===== config.mk =====
export PLATFORM = sky130hd
export DESIGN_NAME = key_event_encoder
export DESIGN_NICKNAME = d
export VERILOG_FILES = /design/src/rtl/key_event_encoder.sv
export SDC_FILE = /design/constraint.sdc
export NUM_CORES = 1
export LEC_CHECK = 0
export CAP_MARGIN = 20
export CORE_MARGIN = 5
export CORE_UTILIZATION = 48
export CTS_CLUSTER_DIAMETER = 150
export DETAILED_ROUTE_END_ITERATION = 10
export PLACE_DENSITY = 0.7
export SLEW_MARGIN = 30
export SYNTH_ARGS = -nofsm -noshare
export SYNTH_HDL_FRONTEND = slang
export SYNTH_SLANG_ARGS = --single-unit

===== constraint.sdc =====
create_clock -name i_clk -period 4.1 [get_ports i_clk]
set_clock_uncertainty 0.05 [all_clocks]
set_input_delay 0.82 -clock i_clk [delete_from_list [all_inputs] [get_ports i_clk]]
set_output_delay 0.82 -clock i_clk [all_outputs]
set_load 0.05 [all_outputs]

===== src/rtl/key_event_encoder.sv =====
// rtl/key_event_encoder.sv - keypad synchronizer, debouncer, priority encoder and key event FIFO
//
// Purpose:
//   Turns the eleven raw keypad switches (digits 0-9 plus the clear key on
//   bit 10) into a stream of key events. Each confirmed press yields exactly
//   one event. Events queue in a small circular buffer and leave over a
//   valid/ready handshake.
//
// Parameters:
//   TICK_DIV   - clk cycles per debounce sample tick (>= 2)
//   DEB_CYCLES - consecutive equal samples needed to confirm press/release (>= 2)
//   FIFO_DEPTH - event buffer entries (power of 2)
//
// Ports:
//   i_clk          - system clock, all logic on posedge
//   i_rst          - synchronous active-low reset
//   i_sw[10:0]     - raw asynchronous switch levels (bit 10 = clear key)
//   i_key_ready    - consumer accepts head event when o_key_valid is high
//   o_key_valid    - buffer holds at least one event
//   o_key_code     - head event code, 0-9 digits, 10 clear key (0 when empty)
//   o_key_ascii    - head LCD character (8'h30+digit, 8'h20 for clear/empty)
//   o_fifo_count   - number of buffered events
//   o_overflow     - sticky, an event was dropped because the buffer was full

module key_event_encoder #(
  parameter int TICK_DIV   = 10,
  parameter int DEB_CYCLES = 4,
  parameter int FIFO_DEPTH = 4
) (
  input  logic                          i_clk,
  input  logic                          i_rst,
  input  logic [10:0]                   i_sw,
  input  logic                          i_key_ready,
  output logic                          o_key_valid,
  output logic [3:0]                    o_key_code,
  output logic [7:0]                    o_key_ascii,
  output logic [$clog2(FIFO_DEPTH):0]   o_fifo_count,
  output logic                          o_overflow
);

  localparam int TCW = $clog2(TICK_DIV);
  localparam int DCW = $clog2(DEB_CYCLES) + 1;
  localparam int PW  = (FIFO_DEPTH > 1) ? $clog2(FIFO_DEPTH) : 1;
  localparam int CW  = $clog2(FIFO_DEPTH) + 1;

  typedef enum logic [1:0] {
    S_IDLE,
    S_PRESS_DEB,
    S_HELD,
    S_RELEASE_DEB
  } state_t;

  // ---------------------------------------------------------------------------
  // Two-flop synchronizer; only r_sws is used past this point.
  // ---------------------------------------------------------------------------
  logic [10:0] r_sync1;
  logic [10:0] r_sws;

  always_ff @(posedge i_clk) begin
    if (!i_rst) begin
      r_sync1 <= '0;
      r_sws   <= '0;
    end else begin
      r_sync1 <= i_sw;
      r_sws   <= r_sync1;
    end
  end

  // ---------------------------------------------------------------------------
  // Sample tick: one clk pulse every TICK_DIV cycles.
  // ---------------------------------------------------------------------------
  logic [TCW-1:0] r_tick_cnt;
  logic           w_tick;

  assign w_tick = (r_tick_cnt == TCW'(TICK_DIV - 1));

  always_ff @(posedge i_clk) begin
    if (!i_rst) begin
      r_tick_cnt <= '0;
    end else if (w_tick) begin
      r_tick_cnt <= '0;
    end else begin
      r_tick_cnt <= r_tick_cnt + 1'b1;
    end
  end

  // ---------------------------------------------------------------------------
  // Priority encoder: 1..9 first, then 0, then the clear key.
  // ---------------------------------------------------------------------------
  logic [3:0] w_cand;
  logic       w_any;

  assign w_any = |r_sws;

  always_comb begin
    w_cand = 4'd0;
    // Lowest priority is assigned first so that later hits override it.
    if (r_sws[10]) w_cand = 4'd10;
    if (r_sws[0])  w_cand = 4'd0;
    for (int i = 9; i >= 1; i--) begin
      if (r_sws[i]) w_cand = 4'(i);
    end
  end

  // ---------------------------------------------------------------------------
  // Debounce FSM. All transitions are qualified by the sample tick.
  // ---------------------------------------------------------------------------
  state_t         r_state;
  state_t         w_state_nx;
  logic [3:0]     r_lat;
  logic [3:0]     w_lat_nx;
  logic [DCW-1:0] r_dcnt;
  logic [DCW-1:0] w_dcnt_nx;
  logic           w_push;

  always_ff @(posedge i_clk) begin
    if (!i_rst) begin
      r_state <= S_IDLE;
      r_lat   <= 4'd0;
      r_dcnt  <= '0;
    end else begin
      r_state <= w_state_nx;
      r_lat   <= w_lat_nx;
      r_dcnt  <= w_dcnt_nx;
    end
  end

  always_comb begin
    w_state_nx = r_state;
    w_lat_nx   = r_lat;
    w_dcnt_nx  = r_dcnt;
    w_push     = 1'b0;
    if (w_tick) begin
      case (r_state)
        S_IDLE: begin
          if (w_any) begin
            w_lat_nx   = w_cand;
            w_dcnt_nx  = DCW'(1);
            w_state_nx = S_PRESS_DEB;
          end
        end
        S_PRESS_DEB: begin
          // A different winning key restarts the debounce from IDLE.
          if (w_any && (w_cand == r_lat)) begin
            if (r_dcnt == DCW'(DEB_CYCLES - 1)) begin
              w_push     = 1'b1;
              w_state_nx = S_HELD;
            end else begin
              w_dcnt_nx = r_dcnt + 1'b1;
            end
          end else begin
            w_dcnt_nx  = '0;
            w_state_nx = S_IDLE;
          end
        end
        S_HELD: begin
          // No auto-repeat; a code change while held is ignored.
          if (!w_any) begin
            w_dcnt_nx  = DCW'(1);
            w_state_nx = S_RELEASE_DEB;
          end
        end
        S_RELEASE_DEB: begin
          if (w_any) begin
            w_state_nx = S_HELD;
          end else if (r_dcnt == DCW'(DEB_CYCLES - 1)) begin
            w_dcnt_nx  = '0;
            w_state_nx = S_IDLE;
          end else begin
            w_dcnt_nx = r_dcnt + 1'b1;
          end
        end
        default: begin
          w_state_nx = S_IDLE;
        end
      endcase
    end
  end

  // ---------------------------------------------------------------------------
  // Event FIFO. A push while full succeeds only if a pop frees a slot on
  // the same edge; otherwise the event is dropped and overflow sticks.
  // ---------------------------------------------------------------------------
  logic [3:0]    r_mem [FIFO_DEPTH];
  logic [PW-1:0] r_wr_ptr;
  logic [PW-1:0] r_rd_ptr;
  logic [CW-1:0] r_count;
  logic          r_overflow;
  logic          w_valid;
  logic          w_full;
  logic          w_pop;
  logic          w_wr;
  logic [3:0]    w_head;

  function automatic logic [PW-1:0] ptr_inc(input logic [PW-1:0] p);
    return (p == PW'(FIFO_DEPTH - 1)) ? '0 : p + 1'b1;
  endfunction

  assign w_valid = (r_count != '0);
  assign w_full  = (r_count == CW'(FIFO_DEPTH));
  assign w_pop   = w_valid && i_key_ready;
  assign w_wr    = w_push && (!w_full || w_pop);
  assign w_head  = r_mem[r_rd_ptr];

  always_ff @(posedge i_clk) begin
    if (w_wr) begin
      r_mem[r_wr_ptr] <= r_lat;
    end
  end

  always_ff @(posedge i_clk) begin
    if (!i_rst) begin
      r_wr_ptr   <= '0;
      r_rd_ptr   <= '0;
      r_count    <= '0;
      r_overflow <= 1'b0;
    end else begin
      if (w_wr) begin
        r_wr_ptr <= ptr_inc(r_wr_ptr);
      end
      if (w_pop) begin
        r_rd_ptr <= ptr_inc(r_rd_ptr);
      end
      if (w_wr && !w_pop) begin
        r_count <= r_count + 1'b1;
      end else if (!w_wr && w_pop) begin
        r_count <= r_count - 1'b1;
      end
      if (w_push && !w_wr) begin
        r_overflow <= 1'b1;
      end
    end
  end

  // ---------------------------------------------------------------------------
  // Head outputs, forced to idle values while the buffer is empty.
  // ---------------------------------------------------------------------------
  assign o_key_valid  = w_valid;
  assign o_key_code   = w_valid ? w_head : 4'd0;
  assign o_key_ascii  = (!w_valid || (w_head == 4'd10)) ? 8'h20 : (8'h30 + {4'h0, w_head});
  assign o_fifo_count = r_count;
  assign o_overflow   = r_overflow;

endmodule


# ---- After elaboration in Yosys (flattened, before gate mapping)
# Memories as Yosys holds them, arrays and structs flattened. A register that Yosys moved wholly into a read port is not among the register bits.
# Cells that the tools add are included.
# Widths: inputs -> output; s select.
dict set report word_totals {
  ram_bits 16
  mem_count 1
  word_cells 94
  ff_bits 43
}
dict set report classes {
  n_addsub 7
  muxes 39
  n_reduce_logical 20
  bitwise 1
  eq_ne 16
}
# memory words width read_ports rd_clocked_by_memory_dff write_ports line_no
set mem_list {}
lappend mem_list {r_mem 4 4 1 1 1 184} ;# logic [3:0] r_mem [FIFO_DEPTH];
# op n
set op_table {}
lappend op_table {{$mux 4} 12}
lappend op_table {{$mux 3} 8}
lappend op_table {{$mux 2} 10}
lappend op_table {{$pmux 3 s4} 1}
lappend op_table {{$reduce_or 11->1} 1}
lappend op_table {{$reduce_and 5->1} 2}
lappend op_table {{$ne 3x3->1 const B} 3}
lappend op_table {{$eq 2x2->1 const B} 4}
lappend op_table {{$eq 4x4->1 const B} 2}
lappend op_table {{$pmux 2 s4} 1}
lappend op_table {{$add 6x4->7 const A} 1}
lappend op_table {{$mux 7} 1}
lappend op_table {{$add 3x1->3 const B} 2}
lappend op_table {{$logic_and 1x1->1} 6}
lappend op_table {{$mux 1} 6}
lappend op_table {{$ne 2x2->1 const B} 3}
lappend op_table {{$add 2x1->2 const B} 2}
lappend op_table {{$add 4x1->4 const B} 1}
lappend op_table {{$eq 4x4->1} 1}
lappend op_table {{$logic_not 1->1} 4}
lappend op_table {{$eq 3x2->1 const B} 1}
lappend op_table {{$eq 3x3->1 const B} 1}
lappend op_table {{$reduce_and 3->1} 1}
lappend op_table {{$reduce_bool 3->1} 1}
lappend op_table {{other kinds (7)} 8}

# ---- Longest topological paths before layout
dict set report depth {
  depth_word 21
  ltp_mapped 11
}

# ---- Worst setup path after synthesis
# Ideal clock, no wire load.
dict set report synth_timing {
  path_type {flip-flop to output port}
  start {register r_count[0], in the netlist o_fifo_count[0]}
  end {output o_key_ascii[3]}
  stages_incl_launch_ff 5
  t_required_ns 3.230
  slack_ns -0.005
  t_arrival_ns 3.235
  cell_sequence {dfxtp_1 -> or3_1 -> clkbuf_1 -> and2_1 -> a21boi_0}
}
dict set report synth_via {
  elab_chain_cells 4
}
# element line_no
set synth_lines {}
lappend synth_lines {{from (decl)} 187} ;# logic [CW-1:0] r_count;
lappend synth_lines {{from (signal assigned)} 225} ;# r_count <= r_count + 1'b1;
lappend synth_lines {{from (signal assigned)} 227} ;# r_count <= r_count - 1'b1;
lappend synth_lines {{$reduce_bool 3->1} 199} ;# assign w_valid = (r_count != '0);
lappend synth_lines {{via o_key_valid} 34} ;# output logic o_key_valid,
lappend synth_lines {{$logic_not 1->1} 240} ;# assign o_key_ascii = (!w_valid || (w_head == 4'd10)) ? 8'h20 : (8'h30 + {4'h0, w_head});
lappend synth_lines {{$logic_or 1x1->1} 240}
lappend synth_lines {{$mux 7} 240}
lappend synth_lines {{to (decl)} 36} ;# output logic [7:0] o_key_ascii,
# The timed path passes the listed nets, and every way through them passes these cells.

==> qor.yml <==
sta:
  period_minus_slack_ns: 3.445
  setup_tns_ns: 0
  tightest_slew_ns: 0.6763
  rsz0062_at_grt: "no"
  setup_violations: 0
  drv_slew: 0
  fmax_mhz: 290.2
  final.period_utilization_pct: 84.03
  hold_viol: 0
  slew_headroom_pct: 54.54
layout:
  fin_nets: 299
  n_antenna_cell: 0
  drive_gt1_share_pct: 11.19
  fillers: 480
  layoutNonFillerInstCount: 349
  area_growth_pct: 18.55
clock_network:
  cts_tree: "yes"
  insertion_delay_ns: 0.34
  htree_levels: 3
  cts_hold_buf: 0
  post-cts-setup-buffers: 0
  cts-root-buf: "clkbuf_8"
  path_clk_slew_ns: 0.06
  cts_buffers: 9
  clkSinkCount: 61
  ctsResizeCount: 0
  clockBufferDepth: 2
critical_path:
  critPathBufInv: 1
  critPathMaxStageDelay_ns: 0.72
  critPathArrivalTime_ns: 2.58
  crit_family: "buffers and inverters"
  reg2reg_from: "r_sws[0]"
  path_class: "reg2out"
  crit_chain: "mux4_2 -> nor3b_1 -> a21boi_0 -> clkdlybuf4s50_1"
  worst_ep_required_time_ns: 3.23
  cp_max_fo: 4
  startpoint_type: "register"
  crit_path_end_kind: "primary output"
  crit_slowest_cell: "clkdlybuf4s50_1"
synthesis:
  yosysTopAreaCell: "dfxtp_1"
  yosysWarningCount: 0
  ys_ff_latch: 61
  syn_area_sq_mm: 0.002698
  ys_top_cells_by_area: "dfxtp_1 (33%), edfxtp_1 (18%), and2_1 (7.7%)"
  syn_inst: 242
  synth_flop_cell: "dfxtp_1"
  synth_area_per_cell_sq_um: 11.15
  yosysTopAreaCellShare_pct: 33.40
  synth_cell_types: 53
  synthArstFlopShare_pct: 0
  synth_edf_count: 16
  yosysSeqAreaShare_pct: 51.21
placed_design:
  port_buffers: 27
  place_congestion: 0.7561
  placedCellCount: 334
  place_hpwl_microns: 3015
global_route:
  overflow: 0
  antenna_found_initial: 0
  grt_pass1_wl_microns: 6913
  grt_max_degree: 32
  top_usage_layer: "met2"
  grt_usage_pct: 12.14
  grtUsageMet1_pct: 14.21
  grtUsageMet2_pct: 19.00
  grt_pass1_vias: 1581
  globalRouteMet3Util_pct: 5.243
routing:
  firstDrtPassIters: 4
  via_count: 1743
  wl_per_cell_microns: 11.78
  drcViolationCount: 0
  avgViaCountPerCell: 4.994
  wirelength_microns: 4112
  drtIter0Drc: 51
  ant_nets: 0
floorplanning:
  initial_utilization_pct: 49.29
  ios: 31
  die-area_sq_mm: 0.007219
  core_sq_mm: 0.005473
  rows: 27
  die_h_microns: 84.97
  chipWidth_microns: 84.97
power_and_ir_drop:
  fin_total_pwr_uw: 1812
  max-vdd-ir-drop_mv: 0.4265
  power_density_mw_per_mm2: 566.7
  leakage_uw: 0.001188
outcome:
  status: "complete, no violations"
hold_path:
  hold_start: "r_sync1[3]"
  worstHoldPathType: "reg2reg"
flow_run:
  max_cap_viol_count: 0
==> synthesized netlist by cell type (all sizes together), types with 5 or more instances <==
cell type / count
a21boi: 5
and2: 33
clkbuf: 6
dfxtp: 45
edfxtp: 16
ha: 11
inv: 8
mux2i: 6
nand2: 19
nor2: 9
nor2b: 11
o21ai: 5
xnor2: 6
==> cells in the final DEF, fill, tap and decap left out, types with 2 or more instances in the layout <==
cell type	n
clkbuf_8	11
mux2i_1	6
clkinv_2	2
xnor2_1	6
a21oi_1	4
or3_1	3
dfxtp_1	45
a211o_1	3
mux4_2	4
nor2b_1	11
nand3_1	2
and2_1	33
inv_1	8
edfxtp_1	16
ha_1	11
nand2b_1	2
buf_4	2
a21boi_0	4
nand2_1	19
nor3b_1	4
or2_2	2
o21ai_0	5
clkdlybuf4s50_1	26
nor3_2	2
nor2_1	9
conb_1	3
nor4_1	2
clkbuf_1	2
==> sequential cells by signal, indices dropped and copies added, names as in the netlist, named ones only <==
register	flops
r_mem	16
r_sws	11
r_sync1	11
r_lat	4
r_tick_cnt	4
o_fifo_count	3
r_dcnt	3
r_rd_ptr	2
r_state	2
r_wr_ptr	2
o_overflow	1
==> metal layers <==
metal	part of all wire (%)	vias to the layer above	wire, microns
met2	47	35	1928
met5	0	-	0
met3	6.0	5	246
met1	46	791	1900
met4	0.90	0	37
li1	-	912	-
==> per-stage QoR <==
step / area (sq um) / setup slack, ns / hold slack (ns) / utilization (%)
detailed placement: 3034 / 0.7975 / 0.3677 / 55.44
CTS: 3203 / 0.6137 / 0.3817 / 58.53
global route: 3198 / 0.5578 / 0.3954 / 58.44
global placement: 3028 / 0.8645 / 0.3637 / 55.33
floorplan: 2701 / 0.3507 / 0.3619 / -
finish: 3198 / 0.6546 / 0.3808 / 58.44
==> path summary, 6_finish.rpt <==
check	to	slack, ns	cells after the start
worst min-delay path	r_sws[3]	0.38	1
worst max-delay path	o_key_ascii[4]	0.65	4
worst max register to register	o_fifo_count[2]	0.80	12
worst min register to register	r_sws[3]	0.38	1
==> cell families (layout without fill, tap and decap cells) <==
kind of cell / after synthesis / after routing / share of synthesized area, %
DFF: 61 / 61 / 51.21
AOI/OAI and AO/OA: 31 / 31 / 9.834
adders and majority gates: 12 / 12 / 5.844
xor gates and xnor gates: 7 / 7 / 2.273
buffers and inverters: 18 / 52 / 2.922
other: 2 / 3 / 0.2784
muxes: 10 / 10 / 5.566
and+or+nand+nor: 101 / 101 / 22.08
==> power breakdown <==
group	switching, uW	internal [uW]	total [uW]	leakage, uW
sequential	43.3	654	697	0.000525
combinational	414	249	662	0.000574
clock	206	247	453	0.0000893
total	663	1150	1810	0.00119
==> cell type report <==
class | instances | area (sq um) | share of cell area [%]
Tap cell | 72 | 90.09 | 2.817
Clock buffer | 13 | 158.9 | 4.969
Sequential cell | 61 | 1381 | 43.19
Timing Repair Buffer | 29 | 280.3 | 8.764
Multi-Input combinational cell | 164 | 1247 | 39.01
Clock inverter | 2 | 10.01 | 0.3130
Inverter | 8 | 30.03 | 0.9390
Power figures use the tool's default switching activity.
